`src/rtl/word_parser_if.sv`:
```
`default_nettype none
// +----------------------------------------------------------------------+
// | word_parser_if : request/result and byte-memory signals of the       |
// |                  Forth input-stream tokenizer                        |
// | Revision 1.0                                                         |
// +----------------------------------------------------------------------+
interface word_parser_if #(
  parameter int ASZ = 17,
  parameter int LSZ = 8
);
  logic           start;
  logic [ASZ-1:0] tib;
  logic [LSZ-1:0] tib_len;
  logic [LSZ-1:0] in_ofs;
  logic [7:0]     delim;
  logic [ASZ-1:0] ma;
  logic [7:0]     ch;
  logic           bsy;
  logic           done;
  logic           eol;
  logic [ASZ-1:0] tok_adr;
  logic [LSZ-1:0] tok_len;
  logic [LSZ-1:0] in_nxt;

  modport master (
    output start, tib, tib_len, in_ofs, delim, ch,
    input  ma, bsy, done, eol, tok_adr, tok_len, in_nxt
  );

  modport slave (
    input  start, tib, tib_len, in_ofs, delim, ch,
    output ma, bsy, done, eol, tok_adr, tok_len, in_nxt
  );
endinterface
`default_nettype wire

```
`src/rtl/word_parser.sv`:
```
`default_nettype none
// +----------------------------------------------------------------------+
// | word_parser : Forth WORD/PARSE tokenizer, scans the TIB from >IN,     |
// |               skips leading delimiters and returns the next token    |
// | Revision 1.0                                                         |
// +----------------------------------------------------------------------+
module word_parser #(
  parameter int ASZ = 17,
  parameter int LSZ = 8
) (
  input  wire logic    clk,
  input  wire logic    rst_n,
  word_parser_if.slave bus
);

  typedef enum logic [2:0] {
    S_IDLE = 3'd0,
    S_FILL = 3'd1,
    S_SKIP = 3'd2,
    S_SCAN = 3'd3,
    S_DONE = 3'd4
  } state_t;

  localparam logic [LSZ-1:0] c_pos_one = LSZ'(1);
  localparam logic [ASZ-1:0] c_ma_one  = ASZ'(1);

  state_t         r_state;
  logic [ASZ-1:0] r_ma;
  logic [LSZ-1:0] r_pos;
  logic [ASZ-1:0] r_tib;
  logic [LSZ-1:0] r_len;
  logic [7:0]     r_delim;
  logic [ASZ-1:0] r_tok_adr;
  logic [LSZ-1:0] r_tok_len;
  logic [LSZ-1:0] r_in_nxt;
  logic           r_bsy;
  logic           r_eol;

  state_t         w_state_nxt;
  logic [ASZ-1:0] w_ma_nxt;
  logic [LSZ-1:0] w_pos_nxt;
  logic [ASZ-1:0] w_tib_nxt;
  logic [LSZ-1:0] w_len_nxt;
  logic [7:0]     w_delim_nxt;
  logic [ASZ-1:0] w_tok_adr_nxt;
  logic [LSZ-1:0] w_tok_len_nxt;
  logic [LSZ-1:0] w_in_nxt_nxt;
  logic           w_bsy_nxt;
  logic           w_eol_nxt;
  logic           w_end;
  logic           w_is_delim;
  logic [ASZ-1:0] w_pos_adr;

  // End of buffer is tested before ch is trusted; bytes past tib_len are garbage.
  assign w_end      = (r_pos == r_len) || (bus.ch == 8'h00);
  assign w_is_delim = (bus.ch == r_delim);
  assign w_pos_adr  = r_tib + ASZ'(r_pos);

  always_comb begin
    w_state_nxt   = r_state;
    w_ma_nxt      = r_ma;
    w_pos_nxt     = r_pos;
    w_tib_nxt     = r_tib;
    w_len_nxt     = r_len;
    w_delim_nxt   = r_delim;
    w_tok_adr_nxt = r_tok_adr;
    w_tok_len_nxt = r_tok_len;
    w_in_nxt_nxt  = r_in_nxt;
    w_bsy_nxt     = r_bsy;
    w_eol_nxt     = r_eol;

    case (r_state)
      S_IDLE: begin
        if (bus.start) begin
          w_tib_nxt   = bus.tib;
          w_len_nxt   = bus.tib_len;
          w_delim_nxt = bus.delim;
          w_pos_nxt   = bus.in_ofs;
          w_ma_nxt    = bus.tib + ASZ'(bus.in_ofs);
          w_bsy_nxt   = 1'b1;
          w_eol_nxt   = 1'b0;
          if (bus.in_ofs >= bus.tib_len) begin
            w_state_nxt   = S_DONE;
            w_eol_nxt     = 1'b1;
            w_tok_len_nxt = '0;
            w_tok_adr_nxt = bus.tib + ASZ'(bus.in_ofs);
            w_in_nxt_nxt  = bus.tib_len;
          end else begin
            w_state_nxt = S_FILL;
          end
        end
      end

      // Covers the one-cycle read latency so ch lines up with pos in SKIP.
      S_FILL: begin
        w_ma_nxt    = r_ma + c_ma_one;
        w_state_nxt = S_SKIP;
      end

      S_SKIP: begin
        if (w_end) begin
          w_state_nxt   = S_DONE;
          w_eol_nxt     = 1'b1;
          w_tok_len_nxt = '0;
          w_tok_adr_nxt = w_pos_adr;
          w_in_nxt_nxt  = r_pos;
        end else if (w_is_delim) begin
          w_pos_nxt = r_pos + c_pos_one;
          w_ma_nxt  = r_ma + c_ma_one;
        end else begin
          w_tok_adr_nxt = w_pos_adr;
          w_tok_len_nxt = c_pos_one;
          w_pos_nxt     = r_pos + c_pos_one;
          w_ma_nxt      = r_ma + c_ma_one;
          w_state_nxt   = S_SCAN;
        end
      end

      S_SCAN: begin
        if (w_end) begin
          w_state_nxt  = S_DONE;
          w_in_nxt_nxt = r_pos;
        end else if (w_is_delim) begin
          w_state_nxt  = S_DONE;
          w_in_nxt_nxt = r_pos + c_pos_one;
        end else begin
          w_tok_len_nxt = r_tok_len + c_pos_one;
          w_pos_nxt     = r_pos + c_pos_one;
          w_ma_nxt      = r_ma + c_ma_one;
        end
      end

      S_DONE: begin
        w_bsy_nxt   = 1'b0;
        w_state_nxt = S_IDLE;
      end

      default: begin
        w_state_nxt = S_IDLE;
      end
    endcase
  end

  always_ff @(posedge clk or negedge rst_n) begin
    if (!rst_n) begin
      r_state   <= S_IDLE;
      r_ma      <= '0;
      r_pos     <= '0;
      r_tib     <= '0;
      r_len     <= '0;
      r_delim   <= '0;
      r_tok_adr <= '0;
      r_tok_len <= '0;
      r_in_nxt  <= '0;
      r_bsy     <= 1'b0;
      r_eol     <= 1'b0;
    end else begin
      r_state   <= w_state_nxt;
      r_ma      <= w_ma_nxt;
      r_pos     <= w_pos_nxt;
      r_tib     <= w_tib_nxt;
      r_len     <= w_len_nxt;
      r_delim   <= w_delim_nxt;
      r_tok_adr <= w_tok_adr_nxt;
      r_tok_len <= w_tok_len_nxt;
      r_in_nxt  <= w_in_nxt_nxt;
      r_bsy     <= w_bsy_nxt;
      r_eol     <= w_eol_nxt;
    end
  end

  assign bus.ma      = r_ma;
  assign bus.bsy     = r_bsy;
  assign bus.done    = (r_state == S_DONE);
  assign bus.eol     = r_eol;
  assign bus.tok_adr = r_tok_adr;
  assign bus.tok_len = r_tok_len;
  assign bus.in_nxt  = r_in_nxt;

endmodule
`default_nettype wire

```
`src/flat_wrapper.sv`:
```
// flat-port wrapper written by rule: the top's interface ports become plain ports
module word_parser_flat 
#(
  parameter int ASZ = 17,
  parameter int LSZ = 8
)
  (clk, rst_n, bus_start, bus_tib, bus_tib_len, bus_in_ofs, bus_delim, bus_ch, bus_ma, bus_bsy, bus_done, bus_eol, bus_tok_adr, bus_tok_len, bus_in_nxt);
  word_parser_if #(.ASZ(ASZ), .LSZ(LSZ)) bus_i ();
  input  wire logic clk;
  input  wire logic rst_n;
  input wire logic [$bits(bus_i.start)-1:0] bus_start;
  input wire logic [$bits(bus_i.tib)-1:0] bus_tib;
  input wire logic [$bits(bus_i.tib_len)-1:0] bus_tib_len;
  input wire logic [$bits(bus_i.in_ofs)-1:0] bus_in_ofs;
  input wire logic [$bits(bus_i.delim)-1:0] bus_delim;
  input wire logic [$bits(bus_i.ch)-1:0] bus_ch;
  output wire logic [$bits(bus_i.ma)-1:0] bus_ma;
  output wire logic [$bits(bus_i.bsy)-1:0] bus_bsy;
  output wire logic [$bits(bus_i.done)-1:0] bus_done;
  output wire logic [$bits(bus_i.eol)-1:0] bus_eol;
  output wire logic [$bits(bus_i.tok_adr)-1:0] bus_tok_adr;
  output wire logic [$bits(bus_i.tok_len)-1:0] bus_tok_len;
  output wire logic [$bits(bus_i.in_nxt)-1:0] bus_in_nxt;
  assign bus_i.start = bus_start;
  assign bus_i.tib = bus_tib;
  assign bus_i.tib_len = bus_tib_len;
  assign bus_i.in_ofs = bus_in_ofs;
  assign bus_i.delim = bus_delim;
  assign bus_i.ch = bus_ch;
  assign bus_ma = bus_i.ma;
  assign bus_bsy = bus_i.bsy;
  assign bus_done = bus_i.done;
  assign bus_eol = bus_i.eol;
  assign bus_tok_adr = bus_i.tok_adr;
  assign bus_tok_len = bus_i.tok_len;
  assign bus_in_nxt = bus_i.in_nxt;
  word_parser #(.ASZ(ASZ), .LSZ(LSZ)) u_core (.clk(clk), .rst_n(rst_n), .bus(bus_i));
endmodule
```
`config.mk`:
```
export PLATFORM = sky130hd
export DESIGN_NAME = word_parser_flat
export DESIGN_NICKNAME = d
export VERILOG_FILES = /design/src/rtl/word_parser_if.sv /design/src/rtl/word_parser.sv /design/src/flat_wrapper.sv
export SDC_FILE = /design/constraint.sdc
export NUM_CORES = 1
export LEC_CHECK = 0
export BUFFER_PORTS_ARGS = -buffer_cell sky130_fd_sc_hd__buf_2
export CAP_MARGIN = 25
export CORE_ASPECT_RATIO = 1.2
export CORE_MARGIN = 5
export CORE_UTILIZATION = 33
export CTS_CLUSTER_DIAMETER = 80
export DETAILED_ROUTE_END_ITERATION = 10
export PLACE_DENSITY_LB_ADDON = 0.15
export SLEW_MARGIN = 20
export SYNTH_ARGS = -nofsm -noshare
export SYNTH_HDL_FRONTEND = slang
export SYNTH_SLANG_ARGS = --single-unit
```
`constraint.sdc`:
```
create_clock -name clk -period 2.3 [get_ports clk]
set_clock_uncertainty 0.15 [all_clocks]
set_input_delay 0.115 -clock clk [delete_from_list [all_inputs] [get_ports clk]]
set_output_delay 0.115 -clock clk [all_outputs]
set_load 0.1 [all_outputs]
```
# After elaboration in Yosys (flattened, before gate mapping)
# Cells that the tools add are included.
# Widths: inputs -> output; s select.
# classes
addsub	5
n_lt_le_gt_ge	1
n_eq_ne	14
n_mux	41
n_reduce_logical	16
# ops
op	count
$mux 17	8
$mux 8	15
$pmux 8 s3	3
$pmux 17 s4	1
$add 17x8->17	2
$pmux 17 s2	1
$mux 3	6
$add 17x1->17 const B	1
$add 8x1->8 const B	2
$eq 8x8->1	2
$reduce_and 5->1	3
$pmux 3 s4	1
$ge 8x8->1	1
$logic_not 8->1	1
$ne 2x2->1 const B	4
$eq 3x2->1 const B	2
$reduce_and 3->1	2
$reduce_and 6->1	1
$mux 1	4
$ne 2x1->1 const B	2
$pmux 1 s2	2
$reduce_and 2->1	2
$reduce_and 4->1	1
$reduce_bool 2->1	2
other kinds (8)	8
# word_totals
ff_bits	96
input_bits	52
out_inout_bits	53
elab_cells	88

# Longest topological paths before layout
# logic_depth
ltp_word	4
mapped_depth	11
mapped_depth_nobuf	9

# Least setup slack after synthesis
# OpenSTA, ideal clock, no wires.
# synth_timing
path_type	register to register
startpoint	reg u_core.r_ma[0] (netlist: u_core.bus.ma[0])
endpoint	reg u_core.r_ma[12] (netlist: u_core.bus.ma[12])
arrival_ns	2.313
path_slack_ns	-0.282
stages_incl_launch_ff	9
period_less_slack_ns	2.582
cell_sequence	dfrtp_1 ha_1 nand3_1 nor2_1 and3_1 nand4_1 nor2_1 mux2i_1 o21ba_2
# synth_via
elab_chain_cells	4
# synth_rtl
element	line_no	text
start: declaration	word_parser.sv:28	logic [ASZ-1:0] r_ma;
start signal: assignment	word_parser.sv:159	r_ma <= w_ma_nxt;
$add 17x1->17 (*)	n/a	
$mux 17	word_parser.sv:123	end else if (w_is_delim) begin
$mux 17	word_parser.sv:120	if (w_end) begin
$pmux 17 s4 (*)	word_parser.sv:72	case (r_state)
# Mark *: on every way between the ends. The rest lies on a longest branch, timed or not. The select of a mux whose other input is x is not followed.
# A chain may end at the register's enable or synchronous reset.

# Final worst setup path
# layout_timing
startpoint	reg u_core.r_pos[4]
endpoint	reg u_core.r_tok_adr[9] (netlist: u_core.bus.tok_adr[9])
# layout_via
elab_chain_cells	4
# layout_rtl
element	line_no	text
start: declaration	word_parser.sv:29	logic [LSZ-1:0] r_pos;
start signal: assignment	word_parser.sv:160	r_pos <= w_pos_nxt;
$add 17x8->17 / $eq 8x8->1 (equally long branches)	word_parser.sv:57, word_parser.sv:55	
$mux 17 / $logic_or 1x1->1 (equally long branches)	word_parser.sv:107, word_parser.sv:55	
$mux 17 / $ne 3x2->1 (equally long branches)	n/a	
$pmux 17 s2 / $reduce_and 4->1 (equally long branches)	n/a	
end signal: assignment	word_parser.sv:164	r_tok_adr <= w_tok_adr_nxt;
end: declaration	word_parser.sv:33	logic [ASZ-1:0] r_tok_adr;
# Parallel ways exist; a longest one is shown, timed or not. The select of a mux whose other input is x is not followed.

==> metrics.yaml <==
hp-class: "input pin to asynchronous set/reset pin"
synth_top_family_by_area: "simple AND/OR/NAND/NOR gates"
final_nets: 1025
synth-adder-area-share: 0.0623
clk_latency_ns: 0.36
wl_um: 20100
cts_tree: "done"
hold_ws_ns: 0.00357
remaining_drc_errors: 0
synthCells: 709
gr-usage-all-layers: 0.183
synth_compound_area_frac: 0.181
fmax_ghz: 0.427
gp_congestion: 0.859
netlist_area_mm2: 0.00607
die_area_mm2: 0.0212
cp_num_buf_inv: 1
drv_cap: 0
drive_gt1_frac: 0.342
finalSetupViolations: 5
max_slew_margin: 0.683
crit_chain: "ha_4, o211ai_1, o211ai_1, a21oi_1, buf_4, nor2b_2, xnor2_1, mux2i_1, mux2_2"
antenna_found_initial: 0
syn_area_per_cell_um2: 8.56
core_mm2: 0.0182
cts_max_level: 3
cts_buffers: 9
yosysWarnings: 0
fill_cells: 1742
synth_flop_cell: "dfrtp_1"
synth.top_cell.area_share: 0.396
finalHoldViolations: 0
grt_pass1_vias: 5929
fin_crit_sh: 1.02
grt_max_degree: 56
wl_per_cell_um: 17.2
worst_path_most_repeated_cell: "o211ai_1"
ant_nets: 0
clkSinkCount: 96
rows: 54
fin_ws_ns: -0.0412
drt_iter0_markers: 335
grt_pass1_wl_um: 30700
final_cell_mix: "nand2_1, buf_2, buf_4, dfrtp_1, nor2_1"
rsz0062_at_grt: "yes"
timing.rr.end: "u_core.bus.tok_adr[9]"
synth_nets: 790
yosys.area.top_type: "dfrtp_1"
ys_types: 67
finalCriticalPeriod_ns: 2.34
tns_ns: -0.117
syn2layout_area_growth_pct: 47.6
ys_seq_area_frac: 0.396
worst_slew_pin_slew_ns: 0.470
pin_count: 105
status: "finished, violations left"
violations: "negative setup slack"
dp_hpwl_um: 14400
r2r_start: "u_core.r_pos[4]"
ys_ff_latch: 96
start_kind: "register"
cpPeakStageDelay_ns: 0.44
crit_fanout: 4
vias: 6049
first_pass_iters: 6
floorplan.initialDensity: 0.334
cp.arrival_ns: 2.44
synth_area_leaders: "dfrtp_1, nand2_1, ha_1, xnor2_1, a21oi_1"
placed_area_mm2: 0.00748
async_reset_ff_frac: 1.00
synthMuxAreaShare: 0.0317
die_w_um: 134
vias_per_cell: 5.16
endpoint_kind: "register"
cp_top_family: "compound AO/OA/AOI/OAI gates"
diodes: 0
cts.clk_slew.worst_paths_ns: 0.07
seq_area_mm2: 0.00241
die_h_um: 159
required_ns: 2.39
rr_worst_depth: 9
clockRootBuffer: "clkbuf_16"
path_class: "register to register"
stdcell_area_mm2: 0.00896
multiInputGateArea_mm2: 0.00399
portBuffers: 104
synthXorXnorAreaFrac: 0.0750
reg2reg_slack_ns: -0.04
overflow: 0
cts_max_path_buffers: 2
slew_violations: 0
layout_commonest_cell: "nand2_1"
synth-simple-area-share: 0.219
synth-edff-count: 0
crit_slowest_cell: "dfrtp_1"
Yosys cell counts (7+ instances only):
cell	count
clkbuf_1	17
and3_1	12
a31oi_1	10
nand2_1	145
xnor2_1	33
ha_1	27
a21o_1	9
nand2b_1	8
nor2_1	57
xor2_1	19
o21ai_0	50
nand4_1	7
a21oi_1	55
dfrtp_1	96
buf_2	10
nand3_1	27
o31ai_1	7
inv_1	15
mux2i_1	11
area by class of cell:
| class | count | area share |
|---|---|---|
| multi-input cells | 568 | 0.446 |
| flip-flops and latches | 96 | 0.269 |
| repair buffers | 253 | 0.213 |
| well taps | 224 | 0.0313 |
| clock buffers | 9 | 0.0251 |
| clock inverters | 7 | 0.00894 |
| inverters | 16 | 0.00670 |
routing by layer:
layer  GRT usage  routed length [um]
met3      0.0234                 853
met5           0                   0
met1       0.235                8640
met2       0.319               10200
met4      0.0666                 398
state kept, by name, indices dropped and copies added, names as in the netlist:
| name | count |
|---|---|
| u_core.r_delim | 8 |
| u_core.r_pos | 8 |
| u_core.r_state | 3 |
| u_core.r_len | 8 |
| u_core.r_tib | 17 |
| u_core.bus.eol | 1 |
| u_core.bus.ma | 17 |
| u_core.bus.bsy | 1 |
| u_core.bus.in_nxt | 8 |
| u_core.bus.tok_adr | 17 |
| u_core.bus.tok_len | 8 |
per-stage QoR:
stage	util	std cells	setup slack, ns
2_1_floorplan	-	709	0.0108
3_3_place_gp	0.411	1098	-0.282
3_5_place_dp	0.411	1098	-0.362
4_1_cts	0.468	1165	-0.0361
5_1_grt	0.493	1173	-0.152
6_report	0.493	1173	-0.0412
logic make-up after synthesis:
| family | count (synthesis) |
|---|---|
| adders and majority gates | 29 |
| xor gates and xnor gates | 52 |
| AOI/OAI and AO/OA | 175 |
| buffers and inverters | 47 |
| muxes | 18 |
| DFF | 96 |
| and+or+nand+nor | 292 |
worst max path at each step:
stage | start | end | cells past startpoint
6_report | u_core.r_pos[4] | u_core.bus.tok_adr[9] | 9
5_1_grt | u_core.r_pos[4] | u_core.bus.tok_adr[9] | 9
4_1_cts | u_core.r_pos[2] | u_core.bus.ma[2] | 9
3_5_place_dp | bus_in_ofs[0] | u_core.bus.tok_adr[14] | 10
3_3_place_gp | bus_in_ofs[0] | u_core.bus.tok_adr[14] | 10
2_1_floorplan | bus_in_ofs[0] | u_core.bus.tok_adr[14] | 10
timing repair:
item,in CTS,in global routing
hold buffers,42,0
setup buffers,9,7
endpoints found under the hold margin,136,0
resized for setup,43,78
gates cloned,1,3
setup endpoints to repair,43,48
pin swaps,18,27
Power is not shown: default switching activity piles up to over one toggle a cycle in this logic, so the estimate is an artifact.
